### config.mk
export PLATFORM = sky130hd
export DESIGN_NAME = ascon_perm_sequencer
export DESIGN_NICKNAME = d
export VERILOG_FILES = /design/src/rtl/ascon_pkg.sv /design/src/rtl/ascon_round.sv /design/src/rtl/ascon_perm_sequencer.sv
export SDC_FILE = /design/constraint.sdc
export NUM_CORES = 2
export LEC_CHECK = 0
export ABC_AREA = 1
export BUFFER_PORTS_ARGS = -buffer_cell sky130_fd_sc_hd__buf_2
export CORE_MARGIN = 5
export CORE_UTILIZATION = 55
export DETAILED_ROUTE_END_ITERATION = 6
export HOLD_SLACK_MARGIN = 0.05
export PLACE_DENSITY = 0.82
export REMOVE_ABC_BUFFERS = 1
export SKIP_CTS_REPAIR_TIMING = 1
export SLEW_MARGIN = 20
export SYNTH_ARGS = -nofsm -noshare
export SYNTH_HDL_FRONTEND = slang
export SYNTH_HIERARCHICAL = 1
export SYNTH_SLANG_ARGS = --single-unit
### constraint.sdc
create_clock -name clk_i -period 4 [get_ports clk_i]
set_input_delay 0.4 -clock clk_i [delete_from_list [all_inputs] [get_ports clk_i]]
set_output_delay 0.4 -clock clk_i [all_outputs]
set_load 0.01 [all_outputs]
### src/rtl/ascon_pkg.sv
// Shared types, constants and helpers for the Ascon permutation sequencer.
package ascon_pkg;

  // Five 64-bit Ascon state words, x0 in the most significant slot.
  typedef struct packed {
    logic [63:0] x0;
    logic [63:0] x1;
    logic [63:0] x2;
    logic [63:0] x3;
    logic [63:0] x4;
  } ascon_state_t;

  // Round-count selector encoding; 2'b11 is reserved and behaves as P12.
  typedef enum logic [1:0] {
    P12 = 2'b00,
    P8  = 2'b01,
    P6  = 2'b10
  } perm_rounds_e;

  localparam int NUM_ROUNDS = 12;

  // Linear-layer rotate-right amounts per word.
  localparam int ROT_X0_A = 19;
  localparam int ROT_X0_B = 28;
  localparam int ROT_X1_A = 61;
  localparam int ROT_X1_B = 39;
  localparam int ROT_X2_A = 1;
  localparam int ROT_X2_B = 6;
  localparam int ROT_X3_A = 10;
  localparam int ROT_X3_B = 17;
  localparam int ROT_X4_A = 7;
  localparam int ROT_X4_B = 41;

  // Round constant for absolute round index 0..11.
  function automatic logic [63:0] round_const(input logic [3:0] idx);
    return {56'h0, 4'hF - idx, idx};
  endfunction

  // First absolute round index: the last R rounds of p12 are executed.
  function automatic logic [3:0] start_idx(input logic [1:0] sel);
    case (sel)
      P8:      return 4'd4;
      P6:      return 4'd6;
      default: return 4'd0;
    endcase
  endfunction

  // 64-bit rotate right by a constant amount in 1..63.
  function automatic logic [63:0] ror64(input logic [63:0] v, input int unsigned n);
    return (v >> n) | (v << (64 - n));
  endfunction

endpackage

### src/rtl/ascon_round.sv
// One combinational Ascon round: constant addition, bitsliced S-box, linear layer.
module ascon_round
  import ascon_pkg::*;
(
  input  ascon_state_t i_state,
  input  logic [3:0]   i_idx,
  output ascon_state_t o_state
);

  logic [63:0] w_a0, w_a1, w_a2, w_a3, w_a4;
  logic [63:0] w_b0, w_b1, w_b2, w_b3, w_b4;
  logic [63:0] w_s0, w_s1, w_s2, w_s3, w_s4;

  // Constant add and S-box input mixing, chi core, S-box output mixing, then diffusion.
  always_comb begin
    w_a0 = i_state.x0 ^ i_state.x4;
    w_a1 = i_state.x1;
    w_a2 = i_state.x2 ^ round_const(i_idx) ^ i_state.x1;
    w_a3 = i_state.x3;
    w_a4 = i_state.x4 ^ i_state.x3;

    w_b0 = w_a0 ^ (~w_a1 & w_a2);
    w_b1 = w_a1 ^ (~w_a2 & w_a3);
    w_b2 = w_a2 ^ (~w_a3 & w_a4);
    w_b3 = w_a3 ^ (~w_a4 & w_a0);
    w_b4 = w_a4 ^ (~w_a0 & w_a1);

    w_s0 = w_b0 ^ w_b4;
    w_s1 = w_b1 ^ w_b0;
    w_s2 = ~w_b2;
    w_s3 = w_b3 ^ w_b2;
    w_s4 = w_b4;

    o_state.x0 = w_s0 ^ ror64(w_s0, ROT_X0_A) ^ ror64(w_s0, ROT_X0_B);
    o_state.x1 = w_s1 ^ ror64(w_s1, ROT_X1_A) ^ ror64(w_s1, ROT_X1_B);
    o_state.x2 = w_s2 ^ ror64(w_s2, ROT_X2_A) ^ ror64(w_s2, ROT_X2_B);
    o_state.x3 = w_s3 ^ ror64(w_s3, ROT_X3_A) ^ ror64(w_s3, ROT_X3_B);
    o_state.x4 = w_s4 ^ ror64(w_s4, ROT_X4_A) ^ ror64(w_s4, ROT_X4_B);
  end

endmodule

### src/rtl/ascon_perm_sequencer.sv
// Iterative Ascon p6/p8/p12 engine: one shared chain of UNROLL rounds per clock.
// Optional abort input enabled by defining ASCON_PERM_ABORT_EN.
module ascon_perm_sequencer
  import ascon_pkg::*;
#(
  parameter int UNROLL      = 1,
  parameter int ROUND_IDX_W = 4
) (
  input  logic        clk_i,
  input  logic        rst_ni,
`ifdef ASCON_PERM_ABORT_EN
  input  logic        abort_i,
`endif
  input  logic        in_valid_i,
  output logic        in_ready_o,
  input  logic [1:0]  rounds_i,
  input  logic [63:0] x0_i,
  input  logic [63:0] x1_i,
  input  logic [63:0] x2_i,
  input  logic [63:0] x3_i,
  input  logic [63:0] x4_i,
  output logic        out_valid_o,
  input  logic        out_ready_i,
  output logic [63:0] x0_o,
  output logic [63:0] x1_o,
  output logic [63:0] x2_o,
  output logic [63:0] x3_o,
  output logic [63:0] x4_o,
  output logic        busy_o
);

  if (UNROLL != 1 && UNROLL != 2) begin : g_bad_unroll
    $error("ascon_perm_sequencer: UNROLL must be 1 or 2");
  end
  if (ROUND_IDX_W < 4) begin : g_bad_idx_w
    $error("ascon_perm_sequencer: ROUND_IDX_W must hold 0..12");
  end

  typedef enum logic [1:0] {
    S_IDLE = 2'd0,
    S_RUN  = 2'd1,
    S_DONE = 2'd2
  } fsm_e;

  localparam logic [ROUND_IDX_W-1:0] LAST_IDX = ROUND_IDX_W'(NUM_ROUNDS);
  localparam logic [ROUND_IDX_W-1:0] STEP     = ROUND_IDX_W'(UNROLL);

  fsm_e                   r_fsm, w_fsm_nxt;
  ascon_state_t           r_state, w_state_nxt;
  logic [ROUND_IDX_W-1:0] r_idx, w_idx_nxt;
  logic                   w_in_ready, w_out_valid;

  // Round chain: stage g applies absolute round r_idx+g.
  ascon_state_t [UNROLL:0] w_stage;
  assign w_stage[0] = r_state;

  for (genvar g = 0; g < UNROLL; g++) begin : g_round
    logic [ROUND_IDX_W-1:0] w_ridx;
    assign w_ridx = r_idx + ROUND_IDX_W'(g);
    ascon_round u_round (
      .i_state (w_stage[g]),
      .i_idx   (w_ridx[3:0]),
      .o_state (w_stage[g+1])
    );
  end

  // Next-state, datapath load/advance and handshake outputs.
  always_comb begin
    w_fsm_nxt   = r_fsm;
    w_state_nxt = r_state;
    w_idx_nxt   = r_idx;
    w_in_ready  = 1'b0;
    w_out_valid = 1'b0;
    case (r_fsm)
      S_IDLE: begin
        w_in_ready = 1'b1;
        if (in_valid_i) begin
          w_state_nxt = '{x0: x0_i, x1: x1_i, x2: x2_i, x3: x3_i, x4: x4_i};
          w_idx_nxt   = ROUND_IDX_W'(start_idx(rounds_i));
          w_fsm_nxt   = S_RUN;
        end
      end
      S_RUN: begin
        w_state_nxt = w_stage[UNROLL];
        w_idx_nxt   = r_idx + STEP;
        if (r_idx + STEP == LAST_IDX) w_fsm_nxt = S_DONE;
      end
      S_DONE: begin
        w_out_valid = 1'b1;
        if (out_ready_i) w_fsm_nxt = S_IDLE;
      end
      default: w_fsm_nxt = S_IDLE;
    endcase
`ifdef ASCON_PERM_ABORT_EN
    // Abort wins over completion and wipes the job so no stale result leaks.
    if (abort_i && r_fsm != S_IDLE) begin
      w_fsm_nxt   = S_IDLE;
      w_out_valid = 1'b0;
      w_state_nxt = '0;
      w_idx_nxt   = '0;
    end
`endif
  end

  // State, datapath and round index registers.
  always_ff @(posedge clk_i or negedge rst_ni) begin
    if (!rst_ni) begin
      r_fsm   <= S_IDLE;
      r_state <= '0;
      r_idx   <= '0;
    end else begin
      r_fsm   <= w_fsm_nxt;
      r_state <= w_state_nxt;
      r_idx   <= w_idx_nxt;
    end
  end

  assign in_ready_o  = w_in_ready;
  assign out_valid_o = w_out_valid;
  assign busy_o      = (r_fsm != S_IDLE);
  assign x0_o        = r_state.x0;
  assign x1_o        = r_state.x1;
  assign x2_o        = r_state.x2;
  assign x3_o        = r_state.x3;
  assign x4_o        = r_state.x4;

endmodule

Yosys cells after proc, flatten, opt, wreduce, memory -nomap -nowiden
Index checks and enable logic that the tools add are counted.
{ "word_totals": {"ff_bits": 326, "word_cells": 76, "output_inout_bits": 323, "inputBits": 326} }
{ "classes": {"addsub": 2, "n_reduce_logical": 5, "bitwise": 43, "n_mux": 11, "eq_ne": 8} }
{ "ops": {"columns": ["operator", "n"], "rows": [
  ["$xor A64 B64 Y64", 21],
  ["$pmux W320 S2", 1],
  ["$not A64 Y64", 6],
  ["$and A64 B64 Y64", 5],
  ["$mux W320", 1],
  ["$or A23 B64 Y64", 1],
  ["$or A25 B64 Y64", 1],
  ["$or A3 B64 Y64", 1],
  ["$or A36 B64 Y64", 1],
  ["$or A45 B64 Y64", 1],
  ["$or A47 B64 Y64", 1],
  ["$or A54 B64 Y64", 1],
  ["$or A57 B64 Y64", 1],
  ["$or A58 B64 Y64", 1],
  ["$or A63 B64 Y64", 1],
  ["$xor A64 B8 Y64", 1],
  ["$pmux W4 S2", 1],
  ["$mux W2", 3],
  ["$ne A2 B2 Y1 const B", 3],
  ["$pmux W2 S3", 1],
  ["$pmux W3 S2", 1],
  ["$add A4 B1 Y4 const B", 1],
  ["$eq A2 B1 Y1 const B", 2],
  ["$eq A2 B2 Y1 const B", 2],
  ["other kinds (8)", 10]
]} }

Depth between registers and ports, before layout
{ "logic_depth": {"depth_word": 11, "ltp_mapped": 14} }

Cells and area by module
Netlist, hierarchy kept.
{ "by_module_without_submodules": {"columns": ["mod", "area_each_um2", "instances", "cells_per_inst"], "rows": [
  ["ascon_round", 20743.6, 1, 4166],
  ["ascon_perm_sequencer", 18058.6, 1, 2114]
]} }

Worst setup path after synthesis
Ideal clock, no wire load.
{ "synth_timing": {"path_type": "reg-to-reg", "startpoint": "register r_idx[1]", "endpoint": "register r_state (netlist bit x3_o[5])", "path_slack_ps": 1961, "period_less_slack_ps": 2039, "stages_incl_launch_ff": 11, "t_required_ps": 3879, "n_path_buf": 0, "arrival_ps": 1918, "cell_sequence": "dfrtp_1 xnor2_1 ha_1 xnor2_2 inv_1 xor2_1 nand2_1 nand3_1 nand2_1 nor2_1 o21ai_1"} }
{ "synth_rtl": {"columns": ["item", "line", "source"], "rows": [
  ["start: declaration", "ascon_perm_sequencer.sv:50", "logic [ROUND_IDX_W-1:0] r_idx, w_idx_nxt;"],
  ["start signal: assignment", "ascon_perm_sequencer.sv:114", "r_idx <= w_idx_nxt;"],
  ["end signal: assignment", "ascon_perm_sequencer.sv:113", "r_state <= w_state_nxt;"],
  ["end: declaration", "ascon_perm_sequencer.sv:49", "ascon_state_t r_state, w_state_nxt;"]
]} }

==> run summary <==
Outcome - finished, violations left
Failing checks - design-rule violations
Slew HR - 21.0%
Final critical-path required period - 3370 ps
PnR worst setup slack - 628 ps
Post-synthesis compound-gate area fraction - 12.2%
Filler instances - 6741
Port Buf Inserts - 648
Post-DP HPWL - 160000 um
Max clock buf depth - 3
Initial drt markers - 6209
Clock Sink Count - 326
Worst hold-check path type - primary input to flip-flop
Vias in the first global route - 39.3k
Gr ovfl total - 0
Hold Vio Cnt, Final - 0
Slowest CP cell - xnor2_2
Slowest stage delay, CP - 790 ps
Critical path launch point type - flip-flop
Top delay family on crit path - XOR/XNOR gates
Largest net degree at the start of global routing - 150
1st-pass router iterations - 7
Row count - 97
Max_cap viols - 0
Via count - 44.8k
CTS tree - done
GRT Overall Usage - 48.1%
Core area - 70000 um^2
Area after DPL - 40500 um^2
Slew Limit Fails - 0
CP max FO - 7
Worst-path cell chain - xor2_1 > ha_1 > xnor2_2 > inv_1 > xor2_1 > nand2_1 > nand2_1 > nand2_1 > nand2_1 > nor2_1 > o21ai_1
Design area - 41800 um^2
Synthesized-area fraction occupied by adder cells - 4.19%
Die Y - 276 um
Area Growth Syn to Fin - 7.85%
Post-synthesis sequential area ratio - 21.0%
Mux contribution to synthesized area - 0%
Avg Cell Area, Syn - 6.18 um^2
Synth Area in XOR/XNOR - 11.2%
Final setup fails - 0
Worst setup path class - flip-flop to flip-flop
Post-synthesis simple-gate area fraction - 37.7%
Vias per cell - 5.94
Initial antenna violation count - 9
Chip Width - 276 um
#FFs+latches synth - 326
Die Area - 76000 um^2
Bufs and invs on worst path - 1
Final hold slack - 58.6 ps
Least-Margin Pin Slew - 1180 ps
Num CTS Buffers - 40
DRC errors left - 2
Antenna Violating Nets Remaining - 0
Boundary Pins - 649
Initial core utilization - 55.4%
Synth cell types - 29
H-Tree Depth - 2
Ratio of cells with drive above 1 in the final layout - 16.7%
Fin Clk Skew - 34.2 ps
Synth warn - 6
Avg WL per Cell - 25.4 um
Nets - 7022
Period utilisation layout - 84.3%
Synth Instances - 6280
Total Routed Length - 191000 um
Gpl congestion - 1.11
RSZ-0062 raised after global routing - false
Clk root buf - clkbuf_16
Max Clk Rate - 297 MHz
CP Capture Type - flip-flop
Required @ worst endpoint - 4510 ps
Pre-CTS WS - 796 ps
Arrival @ worst endpoint - 3880 ps
Clock Latency Late Sink - 610 ps
Cell mode on critical path - nand2_1
Post-Syn Area - 38800 um^2
Largest family of logic cells by synthesized area - simple AND/OR/NAND/NOR gates
Clk slew on worst S/H paths - 60 ps
Core Util, Final - 59.8%
Global-route wire length before repair - 266000 um
==> cell usage in the layout (no fill, tap or decap), types with 18 or more instances in the layout <==
cell          n
nand2_1    2755
xor2_1      266
buf_2       647
clkbuf_16    41
nor2_1      328
o21ai_0     213
a21boi_2     36
o21ai_1     296
o21ai_2     200
xnor2_2      49
nand2_2      21
dfrtp_1     326
ha_1        130
nand3_1     444
nand4_1     104
xor2_2       18
xnor2_1      91
inv_1       522
buf_4        43
==> stage by stage <==
| stage | TNS [ps] | std cells |
|---|---|---|
| after detailed placement | 0 | 7463 |
| final | 0 | 7541 |
| after floorplan | -1302500 | 5819 |
| after CTS | 0 | 7536 |
| after global routing | 0 | 7537 |
| after global placement | 0 | 7463 |
==> final cells by class <==
cell class | count | area [um^2] | area share (%)
clock inverter | 16 | 173 | 0.413
tap | 940 | 1180 | 2.81
antenna | 4 | 10.0 | 0.0239
multi-input combinational | 4967 | 25400 | 60.6
inverter | 526 | 1980 | 4.74
timing repair buffer | 705 | 3850 | 9.19
sequential | 326 | 8160 | 19.5
clock buffer | 57 | 1130 | 2.69
==> sequential cells by signal, indices dropped and copies added, names as in the netlist <==
signal / flops
r_fsm: 2
x4_o: 64
x1_o: 64
r_idx: 4
x2_o: 64
x3_o: 64
x0_o: 64
==> worst reg2reg max path, cell delays in order (launching register included) <==
cell	delay, ps
dfrtp_1	510
xor2_1	220
ha_1	320
xnor2_2	790
inv_1	220
xor2_1	640
nand2_1	150
nand2_1	100
nand2_1	50
nand2_1	80
nor2_1	50
o21ai_1	170
==> cell usage after synthesis (all sizes together) <==
cell	count	share of area, %
nand2	2779	27
o21ai	709	11
inv	526	5.1
nand3	444	5.7
buf	441	8.3
nor2	329	3.2
dfrtp	326	21
xor2	286	6.9
xnor2	143	4.3
ha	130	4.2
nand4	104	1.7
a21boi	37	1.1
clkbuf	20	0.19
a21oi	4	0.052
nand3b	2	0.039
==> per-layer routing <==
layer | wire length (um) | GRT usage [%] | up-vias
li1 | - | - | 20137
met1 | 69600 | 61.2 | 20797
met2 | 80100 | 72.7 | 3193
met3 | 25100 | 11.9 | 634
met4 | 16500 | 31.7 | 10
met5 | 57 | 0 | -
==> final timing paths <==
check	end	slack (ps)	depth (start not counted)	start
min in group asynchronous	x0_o[24]	450	2	rst_ni
setup reg to reg	x3_o[57]	630	11	r_idx[3]
hold / removal	r_fsm[1]	60	4	out_ready_i
hold reg to reg	x3_o[8]	530	2	x3_o[8]
setup / recovery	x3_o[57]	630	11	r_idx[3]
max in group asynchronous	x0_o[1]	2440	3	rst_ni
==> cells by family (layout without fill, tap and decap cells) <==
group,count (synthesis),count (layout)
buffers and inverters,987,1304
AOI/OAI and AO/OA,750,750
DFF,326,326
xor gates and xnor gates,429,429
other,0,4
adders and majority gates,130,130
and+or+nand+nor,3658,3658
Power is left out: the tool's default activity adds up to more than one toggle a clock period on the data nets, which glitch-free logic cannot reach.
